<file path="config.mk">
export PLATFORM = sky130hd
export DESIGN_NAME = match_ctrl
export DESIGN_NICKNAME = d
export VERILOG_FILES = /design/src/rtl/match_pkg.sv /design/src/rtl/edge_det.sv /design/src/rtl/match_ctrl.sv
export SDC_FILE = /design/constraint.sdc
export NUM_CORES = 1
export LEC_CHECK = 0
export ABC_AREA = 1
export CORE_UTILIZATION = 51
export DETAILED_ROUTE_END_ITERATION = 6
export GPL_TIMING_DRIVEN = 0
export PLACE_DENSITY = 0.8
export SLEW_MARGIN = 20
export SYNTH_ARGS = -nofsm -noshare
export SYNTH_HDL_FRONTEND = slang
export SYNTH_SLANG_ARGS = --single-unit
</file>
<file path="constraint.sdc">
create_clock -name clk -period 2 [get_ports clk]
set_clock_uncertainty 0.05 [all_clocks]
set_input_delay 0.3 -clock clk [delete_from_list [all_inputs] [get_ports clk]]
set_output_delay 0.3 -clock clk [all_outputs]
set_load 0.01 [all_outputs]
</file>
<file path="src/rtl/match_pkg.sv">
// ============================================================================
// Module      : match_pkg
// Description : Shared state encoding and default scoring limits for match_ctrl.
// Revision    : 1.0 - initial release
// ============================================================================
`default_nettype none

package match_pkg;

    localparam logic [2:0] c_ST_IDLE  = 3'd0;
    localparam logic [2:0] c_ST_SERVE = 3'd1;
    localparam logic [2:0] c_ST_RALLY = 3'd2;
    localparam logic [2:0] c_ST_POINT = 3'd3;
    localparam logic [2:0] c_ST_OVER  = 3'd4;

    typedef enum logic [2:0] {
        ST_IDLE  = c_ST_IDLE,
        ST_SERVE = c_ST_SERVE,
        ST_RALLY = c_ST_RALLY,
        ST_POINT = c_ST_POINT,
        ST_OVER  = c_ST_OVER
    } state_t;

    localparam int c_DEF_PTS_TO_WIN  = 5;
    localparam int c_DEF_SETS_TO_WIN = 2;

endpackage

`default_nettype wire

</file>
<file path="src/rtl/edge_det.sv">
// ============================================================================
// Module      : edge_det
// Description : Rising-edge detector with a two-flop level history.
// Revision    : 1.0 - initial release
// ============================================================================
`default_nettype none

module edge_det (
    input  logic clk,
    input  logic rst,
    input  logic i_level,
    output logic o_pedge
);

    logic r_cur;
    logic r_prev;

    always_ff @(posedge clk) begin
        if (rst) begin
            r_cur  <= 1'b0;
            r_prev <= 1'b0;
        end else begin
            r_cur  <= i_level;
            r_prev <= r_cur;
        end
    end

    assign o_pedge = r_cur & ~r_prev;

endmodule

`default_nettype wire

</file>
<file path="src/rtl/match_ctrl.sv">
// ============================================================================
// Module      : match_ctrl
// Description : Serve/rally/point sequencer with game and match scoring.
//               Define DEUCE_EN to require a two-point lead to win a game.
// Revision    : 1.0 - initial release
// ============================================================================
`default_nettype none

module match_ctrl
    import match_pkg::*;
#(
    parameter int PTS_TO_WIN  = c_DEF_PTS_TO_WIN,
    parameter int SETS_TO_WIN = c_DEF_SETS_TO_WIN
) (
    input  logic       clk,
    input  logic       reset,
    input  logic       kick,
    input  logic       win1,
    input  logic       win2,
    output logic [2:0] sc1,
    output logic [2:0] sc2,
    output logic [2:0] tsc1,
    output logic [2:0] tsc2,
    output logic [2:0] st,
    output logic       srv,
    output logic       toIDLE,
    output logic       match_over
);

    localparam logic [2:0] c_PTS    = 3'(PTS_TO_WIN);
    localparam logic [2:0] c_PTS_M1 = 3'(PTS_TO_WIN - 1);
    localparam logic [2:0] c_SETS   = 3'(SETS_TO_WIN);

    state_t     r_state;
    logic [2:0] r_sc1, r_sc2, r_tsc1, r_tsc2;
    logic       r_srv;

    state_t     w_nxt_state;
    logic [2:0] w_nxt_sc1, w_nxt_sc2, w_nxt_tsc1, w_nxt_tsc2;
    logic       w_nxt_srv;
    logic       w_pe1, w_pe2;
    logic [2:0] w_win_pts;
    logic [2:0] w_tsc_won;
    logic       w_game_won;

    edge_det u_edge1 (.clk(clk), .rst(reset), .i_level(win1), .o_pedge(w_pe1));
    edge_det u_edge2 (.clk(clk), .rst(reset), .i_level(win2), .o_pedge(w_pe2));

    // In POINT the server is always the player who just took the point.
    assign w_win_pts = r_srv ? r_sc2 : r_sc1;
    assign w_tsc_won = (r_srv ? r_tsc2 : r_tsc1) + 3'd1;

`ifdef DEUCE_EN
    logic [2:0] w_lose_pts;
    logic       w_deuce;
    assign w_lose_pts = r_srv ? r_sc1 : r_sc2;
    assign w_game_won = (w_win_pts >= c_PTS) &&
                        ({1'b0, w_win_pts} >= ({1'b0, w_lose_pts} + 4'd2));
    assign w_deuce    = (r_sc1 == c_PTS) && (r_sc2 == c_PTS);
`else
    assign w_game_won = (w_win_pts == c_PTS);
`endif

    always_ff @(posedge clk) begin
        if (reset) begin
            r_state <= ST_IDLE;
            r_sc1   <= 3'd0;
            r_sc2   <= 3'd0;
            r_tsc1  <= 3'd0;
            r_tsc2  <= 3'd0;
            r_srv   <= 1'b0;
        end else begin
            r_state <= w_nxt_state;
            r_sc1   <= w_nxt_sc1;
            r_sc2   <= w_nxt_sc2;
            r_tsc1  <= w_nxt_tsc1;
            r_tsc2  <= w_nxt_tsc2;
            r_srv   <= w_nxt_srv;
        end
    end

    always_comb begin
        w_nxt_state = r_state;
        w_nxt_sc1   = r_sc1;
        w_nxt_sc2   = r_sc2;
        w_nxt_tsc1  = r_tsc1;
        w_nxt_tsc2  = r_tsc2;
        w_nxt_srv   = r_srv;
        case (r_state)
            ST_IDLE, ST_OVER: begin
                if (kick) begin
                    w_nxt_state = ST_SERVE;
                    w_nxt_sc1   = 3'd0;
                    w_nxt_sc2   = 3'd0;
                    w_nxt_tsc1  = 3'd0;
                    w_nxt_tsc2  = 3'd0;
                    w_nxt_srv   = 1'b0;
                end
            end
            ST_SERVE: begin
                if (kick) w_nxt_state = ST_RALLY;
            end
            ST_RALLY: begin
                if (w_pe1 && w_pe2) begin
                    w_nxt_state = ST_SERVE;
                end else if (w_pe1) begin
                    w_nxt_sc1   = r_sc1 + 3'd1;
                    w_nxt_srv   = 1'b0;
                    w_nxt_state = ST_POINT;
                end else if (w_pe2) begin
                    w_nxt_sc2   = r_sc2 + 3'd1;
                    w_nxt_srv   = 1'b1;
                    w_nxt_state = ST_POINT;
                end
            end
            ST_POINT: begin
                w_nxt_state = ST_SERVE;
                if (w_game_won) begin
                    w_nxt_sc1 = 3'd0;
                    w_nxt_sc2 = 3'd0;
                    if (r_srv) w_nxt_tsc2 = w_tsc_won;
                    else       w_nxt_tsc1 = w_tsc_won;
                    if (w_tsc_won == c_SETS) w_nxt_state = ST_OVER;
                end
`ifdef DEUCE_EN
                else if (w_deuce) begin
                    w_nxt_sc1 = c_PTS_M1;
                    w_nxt_sc2 = c_PTS_M1;
                end
`endif
            end
            default: w_nxt_state = ST_IDLE;
        endcase
    end

    always_comb begin
        st         = r_state;
        toIDLE     = (r_state == ST_POINT);
        match_over = (r_state == ST_OVER);
    end

    assign sc1  = r_sc1;
    assign sc2  = r_sc2;
    assign tsc1 = r_tsc1;
    assign tsc2 = r_tsc2;
    assign srv  = r_srv;

endmodule

`default_nettype wire

</file>
==> results of run 1 <==
per-layer routing:
metal / global-route usage, % / part of all wire [%] / up-vias
met1: 23.3 / 43 / 547
met2: 44.9 / 52 / 17
met4: 11.1 / 2.0 / 0
li1: - / - / 636
met3: 3.94 / 2.5 / 5
met5: 0 / 0 / -
through the flow:
stage	hold slack, ns	total power, uW
after floorplan	0.357	1070
after CTS	0.408	1580
after detailed placement	0.390	1340
after global routing	0.420	1720
after global placement	0.384	1310
final	0.407	1580
power by group through the flow:
stage	combinational, uW	clock (uW)	sequential (uW)
2_1_floorplan	489	0	582
3_3_place_gp	756	0	552
3_5_place_dp	779	0	556
4_1_cts	787	250	547
5_1_grt	897	261	558
6_report	785	243	549
cell families (layout without fill, tap and decap cells):
logic type      after synthesis  in the layout  share of synthesized area (%)
flops                        20             20                           33.5
simple gates                111            111                           41.0
buf+inv                      37             63                           12.3
xor+xnor                      2              2                           1.47
fa+ha+maj                     4              4                           4.19
compound gates               16             16                           7.54
final cells by class:
class | instances | area [sq um]
timing repair buffer | 22 | 220
sequential | 20 | 403
clock buffer | 4 | 36.3
fill | 223 | 723
multi-input combinational | 133 | 648
buffer | 2 | 15.0
inverter | 35 | 131
tap | 28 | 35.0
cell usage in the layout (no fill, tap or decap):
master / netlist / layout
dfxtp_1: 20 / 18
nand3_1: 9 / 9
clkdlybuf4s50_1: 0 / 22
inv_2: 4 / 4
nand3_2: 2 / 2
o21bai_1: 1 / 1
o21ai_0: 6 / 6
inv_1: 30 / 30
nand2_2: 4 / 4
a21oi_1: 7 / 7
clkbuf_8: 0 / 1
or2_1: 1 / 1
clkbuf_4: 0 / 3
nand4_1: 6 / 6
nand3b_1: 2 / 2
nor2_1: 28 / 28
xnor2_1: 2 / 2
buf_6: 1 / 1
nor2_2: 3 / 3
clkbuf_1: 1 / 1
o21ai_2: 2 / 2
nand2_1: 55 / 55
clkinv_1: 1 / 1
ha_1: 4 / 4
dfxtp_2: 0 / 2
nor2_4: 1 / 1
critical path, delay by kind of cell, from the launching register on:
| kind | cells | cell delay, ns |
|---|---|---|
| flops | 1 | 0.40 |
| simple gates | 2 | 0.26 |
| buf+inv | 1 | 0.56 |
sequential cells by signal (all words and copies together), names as in the netlist:
signal	cells
u_edge2.r_cur	1
u_edge1.r_cur	1
tsc2	3
u_edge2.r_prev	1
tsc1	3
u_edge1.r_prev	1
sc2	3
srv	1
st	3
sc1	3
timing repair:
action                     4_1_cts  5_1_grt
hold buffers                     0        0
gates resized for setup          0        2
setup endpoints to repair        0        2
path summary, 6_finish.rpt:
path	end	slack, ns	cells after the start
setup / recovery	toIDLE	0.11	3
hold / removal	u_edge1.r_prev$_SDFF_PP0_	0.41	2
setup reg to reg	tsc2[1]$_SDFFE_PP0P_	0.37	7
hold reg to reg	u_edge1.r_prev$_SDFF_PP0_	0.41	2
==> metrics.md, run 1 <==
| Metric | Value |
|---|---|
| Post-route setup TNS | `0 ns` |
| Flop pwr share | `between 30% and 40%` |
| Internal power component | `roughly 930 uW` |
| R2R Path Start | `srv$_SDFFE_PP0P_` |
| 1st-iter DRT viols | `33` |
| Post-synth top area cell | `dfxtp_1` |
| Clock power frac | `between 10% and 20%` |
| Max VDD drop | `approximately 670 uV` |
| Fraction of registers with async set/reset | `0%` |
| CP peak stage delay | `approximately 0.56 ns` |
| Die area | `around 2500 sq um` |
| Crit Path Max Fanout | `6` |
| Grt total ovfl | `0` |
| Worst-path clk slew | `0.11 ns` |
| Die Y | `between 50 and 60 um` |
| Routed wire length per instance | `10.6 um` |
| Detailed-route wire length | `approximately 2600 um` |
| Fraction of layout instances using a drive strength above 1 | `10.6%` |
| Dpl cells | `240` |
| # Post-CTS Setup Buffers | `0` |
| Clock Latency Late Sink | `between 0.3 and 0.4 ns` |
| Top post-synthesis cells by area | `dfxtp_1, nand2_1, inv_1, nor2_1, ha_1` |
| Max Root-Sink Buffers | `2` |
| Antenna viol nets, final | `0` |
| Vias per cell | `4.94` |
| Final instance area | `1490 sq um` |
| Final Hold Fails | `0` |
| Synthesized area | `1190 sq um` |
| Core footprint | `around 2200 sq um` |
| Post-layout util | `67.3%` |
| Antenna violations before repair | `0` |
| Hold Path Origin | `u_edge1.r_cur$_SDFF_PP0_` |
| Slew headroom | `approximately 72%` |
| Status | `finished clean` |
| Critical path type | `flip-flop to primary output` |
| Post-synth EDFFs | `0` |
| Final Non-Filler Cells | `roughly 240` |
| Crit. Startpoint | `st[0]$_SDFFE_PP0P_` |
| MaxCap Viol Count | `0` |
| Placed inst area | `approximately 1500 sq um` |
| Worst Max-Slew Pin Slew | `~0.43 ns` |
| Max Clock Freq | `~0.53 GHz` |
| Initial Util | `54.0%` |
| Clock sinks | `20` |
| ANT cells | `0` |
| RSZ-0062 raised after global routing | `no` |
| CTS tree | `yes` |
| Vias in the first global route | `between 1k and 1.5k` |
| Total Routing Usage GR | `between 20% and 30%` |
| First-pass GRT wire length | `~4400 um` |
| IO Count | `23` |
| WP data required | `1.65 ns` |
| Period utilization | `a little over nine tenths` |
| Sequential share of the synthesized area | `33.5%` |
| Unique masters post-synth | `22` |
| Fin nets | `~230` |
| Crit path DAT | `between 1.5 and 2 ns` |
| Worst setup margin | `roughly 0.11 ns` |
| Syn nets | `199` |
| Final min period | `1.89 ns` |
| Startpoint Class | `flip-flop` |
| Most frequent cells after synthesis | `nand2_1, inv_1, nor2_1, dfxtp_1, nand3_1` |
| Switching Fraction | `between 40 and 50%` |
| Leakage | `0.000728 uW` |
| Fin. max-slew vios | `0` |
| Power density cells | `about 1100 nW/um^2` |
| CTS H-Tree Depth | `1` |
| Synth top area share | `approximately a third` |
| Pre-CTS setup slack | `0.328 ns` |
| CTS buffer count | `3` |
| Root Buffer | `clkbuf_4` |
| Gpl congestion | `a little over 0.8` |
| Most frequent cell after synthesis | `nand2_1` |
| Gate Count Post-Synth | `between 150 and 200` |
| Comb pwr share | `about half` |
| IO Port Bufs | `22` |
| Via Count | `approximately 1.2k` |
| Seq cells post-synth | `20` |
| DRT Pass-1 Iters | `4` |
| Primary FF master, synth | `dfxtp_1` |
| Worst setup EP type | `primary output` |
| CP cell instances | `nand2_1 -> nor2_4 -> clkdlybuf4s50_1` |
| Largest net degree at the start of global routing | `12` |
| Syn Area/Cell | `~6.3 sq um` |
| Detailed Place HPWL | `between 2000 and 2500 um` |
| # DRC | `0` |
| Critical path's slowest cell | `clkdlybuf4s50_1` |
| Ys Warns | `0` |
| Width of the die | `about 50 um` |
| Area growth syn-to-layout | `24.6%` |
| Final Setup Violations | `0` |
| # rows | `17` |
| Hold crit path type | `flip-flop to flip-flop` |
| Switch Pwr | `~650 uW` |
(Power assumes the default switching activity.)
==> run 2: changes to the inputs <==
--- a/config.mk
+++ b/config.mk
@@ -6,10 +6,10 @@
 export NUM_CORES = 1
 export LEC_CHECK = 0
 export ABC_AREA = 1
-export CORE_UTILIZATION = 51
+export CORE_UTILIZATION = 54
 export DETAILED_ROUTE_END_ITERATION = 6
 export GPL_TIMING_DRIVEN = 0
-export PLACE_DENSITY = 0.8
+export PLACE_DENSITY = 0.84
 export SLEW_MARGIN = 20
 export SYNTH_ARGS = -nofsm -noshare
 export SYNTH_HDL_FRONTEND = slang
==> constraint.sdc (replaced) <==
create_clock -name clk -period 2.2 [get_ports clk]
set_clock_uncertainty 0.05 [all_clocks]
set_input_delay 0.33 -clock clk [delete_from_list [all_inputs] [get_ports clk]]
set_output_delay 0.33 -clock clk [all_outputs]
set_load 0.01 [all_outputs]
==> run 2 against run 1 <==
Register-to-register slack improved by 0.15 ns. Power shrank 9.7%. Routed wire length down 4.8%. Critical path type unchanged. Largest cell class unchanged. Highest routed layer unchanged.
==> metrics.md, run 2 (synthesized netlist as in run 1, its figures left out) <==
| Metric | Value |
|---|---|
| Dpl cells | `around 240` |
| Post-route setup TNS | `0 ns` |
| Vias per cell | `between 4 and 5` |
| Die area | `roughly 2400 sq um` |
| Max Clock Freq | `roughly 0.50 GHz` |
| Slew headroom | `between 70% and 80%` |
| Worst-path clk slew | `0.12 ns` |
| Core footprint | `approximately 2000 sq um` |
| Antenna viol nets, final | `0` |
| Final min period | `roughly 2 ns` |
| Max Root-Sink Buffers | `2` |
| Initial Util | `around three fifths` |
| Power density cells | `around 960 nW/um^2` |
| Leakage | `around 0.00073 uW` |
| Fin Hold WS | `0.410 ns` |
| Crit Path Max Fanout | `6` |
| Worst Max-Slew Pin Slew | `0.437 ns` |
| # DRC | `0` |
| Critical Path Sink | `toIDLE` |
| Gpl congestion | `~0.87` |
| Most frequent cells in the layout | `nand2_1, inv_1, nor2_1, clkdlybuf4s50_1, dfxtp_1` |
| R2R Path Start | `srv$_SDFFE_PP0P_` |
| Critical path type | `flip-flop to primary output` |
| Fin. max-slew vios | `0` |
| # Post-CTS Setup Buffers | `0` |
| Width of the die | `around 50 um` |
| Final Non-Filler Cells | `about 240` |
| Hold buffers post-CTS | `0` |
| CTS tree | `yes` |
| Fin nets | `around 230` |
| Die Y | `between 40 and 50 um` |
| Via Count | `between 1k and 1.5k` |
| DRT Pass-1 Iters | `4` |
| FF-to-FF path depth | `7` |
| Antenna violations before repair | `0` |
| Clock sinks | `20` |
| # rows | `16` |
| Area growth syn-to-layout | `24.3%` |
| Setup slack, reg-to-reg | `0.52 ns` |
| IO Port Bufs | `22` |
| Final Setup Violations | `0` |
| Period utilization | `90.9%` |
| First-pass GRT wire length | `approximately 4500 um` |
| Clock Latency Late Sink | `0.31 ns` |
| WP data required | `1.82 ns` |
| Max VDD drop | `about 730 uV` |
| Total Routing Usage GR | `roughly a quarter` |
| RSZ-0062 raised after global routing | `no` |
| Post-CTS resize count | `0` |
| Routed wire length per instance | `about 10 um` |
| ANT cells | `0` |
| Grt total ovfl | `0` |
| Largest net degree at the start of global routing | `12` |
| CTS buffer count | `3` |
| Worst setup EP type | `primary output` |
| Final Hold Fails | `0` |
| Startpoint Class | `flip-flop` |
| 1st-iter DRT viols | `29` |
| Commonest non-fill, non-tap cell in the layout | `nand2_1` |
| Hold crit path type | `flip-flop to flip-flop` |
| Status | `finished clean` |
| Crit. Startpoint | `st[0]$_SDFFE_PP0P_` |
| Crit path DAT | `1.62 ns` |
| MaxCap Viol Count | `0` |
| Fraction of layout instances using a drive strength above 1 | `between 9 and 10%` |
| CTS H-Tree Depth | `1` |
| Root Buffer | `clkbuf_4` |
| R2R Path End | `tsc2[1]$_SDFFE_PP0P_` |
| Detailed Place HPWL | `a little under 2000 um` |
| IO Count | `23` |
| Vias in the first global route | `~1.1k` |
| Detailed-route wire length | `between 2000 and 2500 um` |
run 2: changes by cell type in the layout (fill, tap and decap cells not counted):
cell and change:
dfxtp_1 +2, dfxtp_2 -2
run 2: worst max-delay path, cell delays in order (launching register included):
cell and delay (ns):
dfxtp_1 0.46, nand2_1 0.13, nor2_4 0.16, clkdlybuf4s50_1 0.56
run 2: cell type report:
class                   instances  area, sq um
clock buffers                   4         36.3
flip-flops and latches         20          400
well taps                      27         33.8
fillers                       174          537
repair buffers                 22          220
plain buffers                   2         15.0
inverters                      35          131
multi-input cells             133          648
run 2: through the flow:
| stage | util [%] | total power, uW | setup slack, ns | cell area, sq um |
|---|---|---|---|---|
| finish | 73.5 | 1420 | 0.200 | 1490 |
| global route | 73.5 | 1560 | 0.117 | 1490 |
| CTS | 73.5 | 1430 | 0.183 | 1490 |
| detailed placement | 71.7 | 1210 | 0.458 | 1450 |
| global placement | 71.7 | 1190 | 0.496 | 1450 |
| floorplan | - | 973 | 0.665 | 1190 |
run 2: report_power, final:
| group | switching (uW) | internal, uW | total (uW) |
|---|---|---|---|
| combinational | 405 | 306 | 712 |
| sequential | 62.6 | 434 | 497 |
| clock | 114 | 101 | 215 |
run 2: worst min-delay path by stage:
stage / start / end / cells after the start
global route: u_edge1.r_cur$_SDFF_PP0_ / u_edge1.r_prev$_SDFF_PP0_ / 2
global placement: u_edge2.r_cur$_SDFF_PP0_ / u_edge2.r_prev$_SDFF_PP0_ / 2
floorplan: u_edge1.r_cur$_SDFF_PP0_ / u_edge1.r_prev$_SDFF_PP0_ / 2
detailed placement: u_edge1.r_cur$_SDFF_PP0_ / u_edge1.r_prev$_SDFF_PP0_ / 2
CTS: u_edge1.r_cur$_SDFF_PP0_ / u_edge1.r_prev$_SDFF_PP0_ / 2
finish: u_edge1.r_cur$_SDFF_PP0_ / u_edge1.r_prev$_SDFF_PP0_ / 2
run 2: routing by layer:
metal / GRT usage (%) / part of all wire, % / vias up
li1: - / - / 636
met3: 4.05 / 4.1 / 2
met4: 6.86 / 0.36 / 0
met2: 41.7 / 46 / 27
met1: 29.7 / 49 / 529
met5: 0 / 0 / -
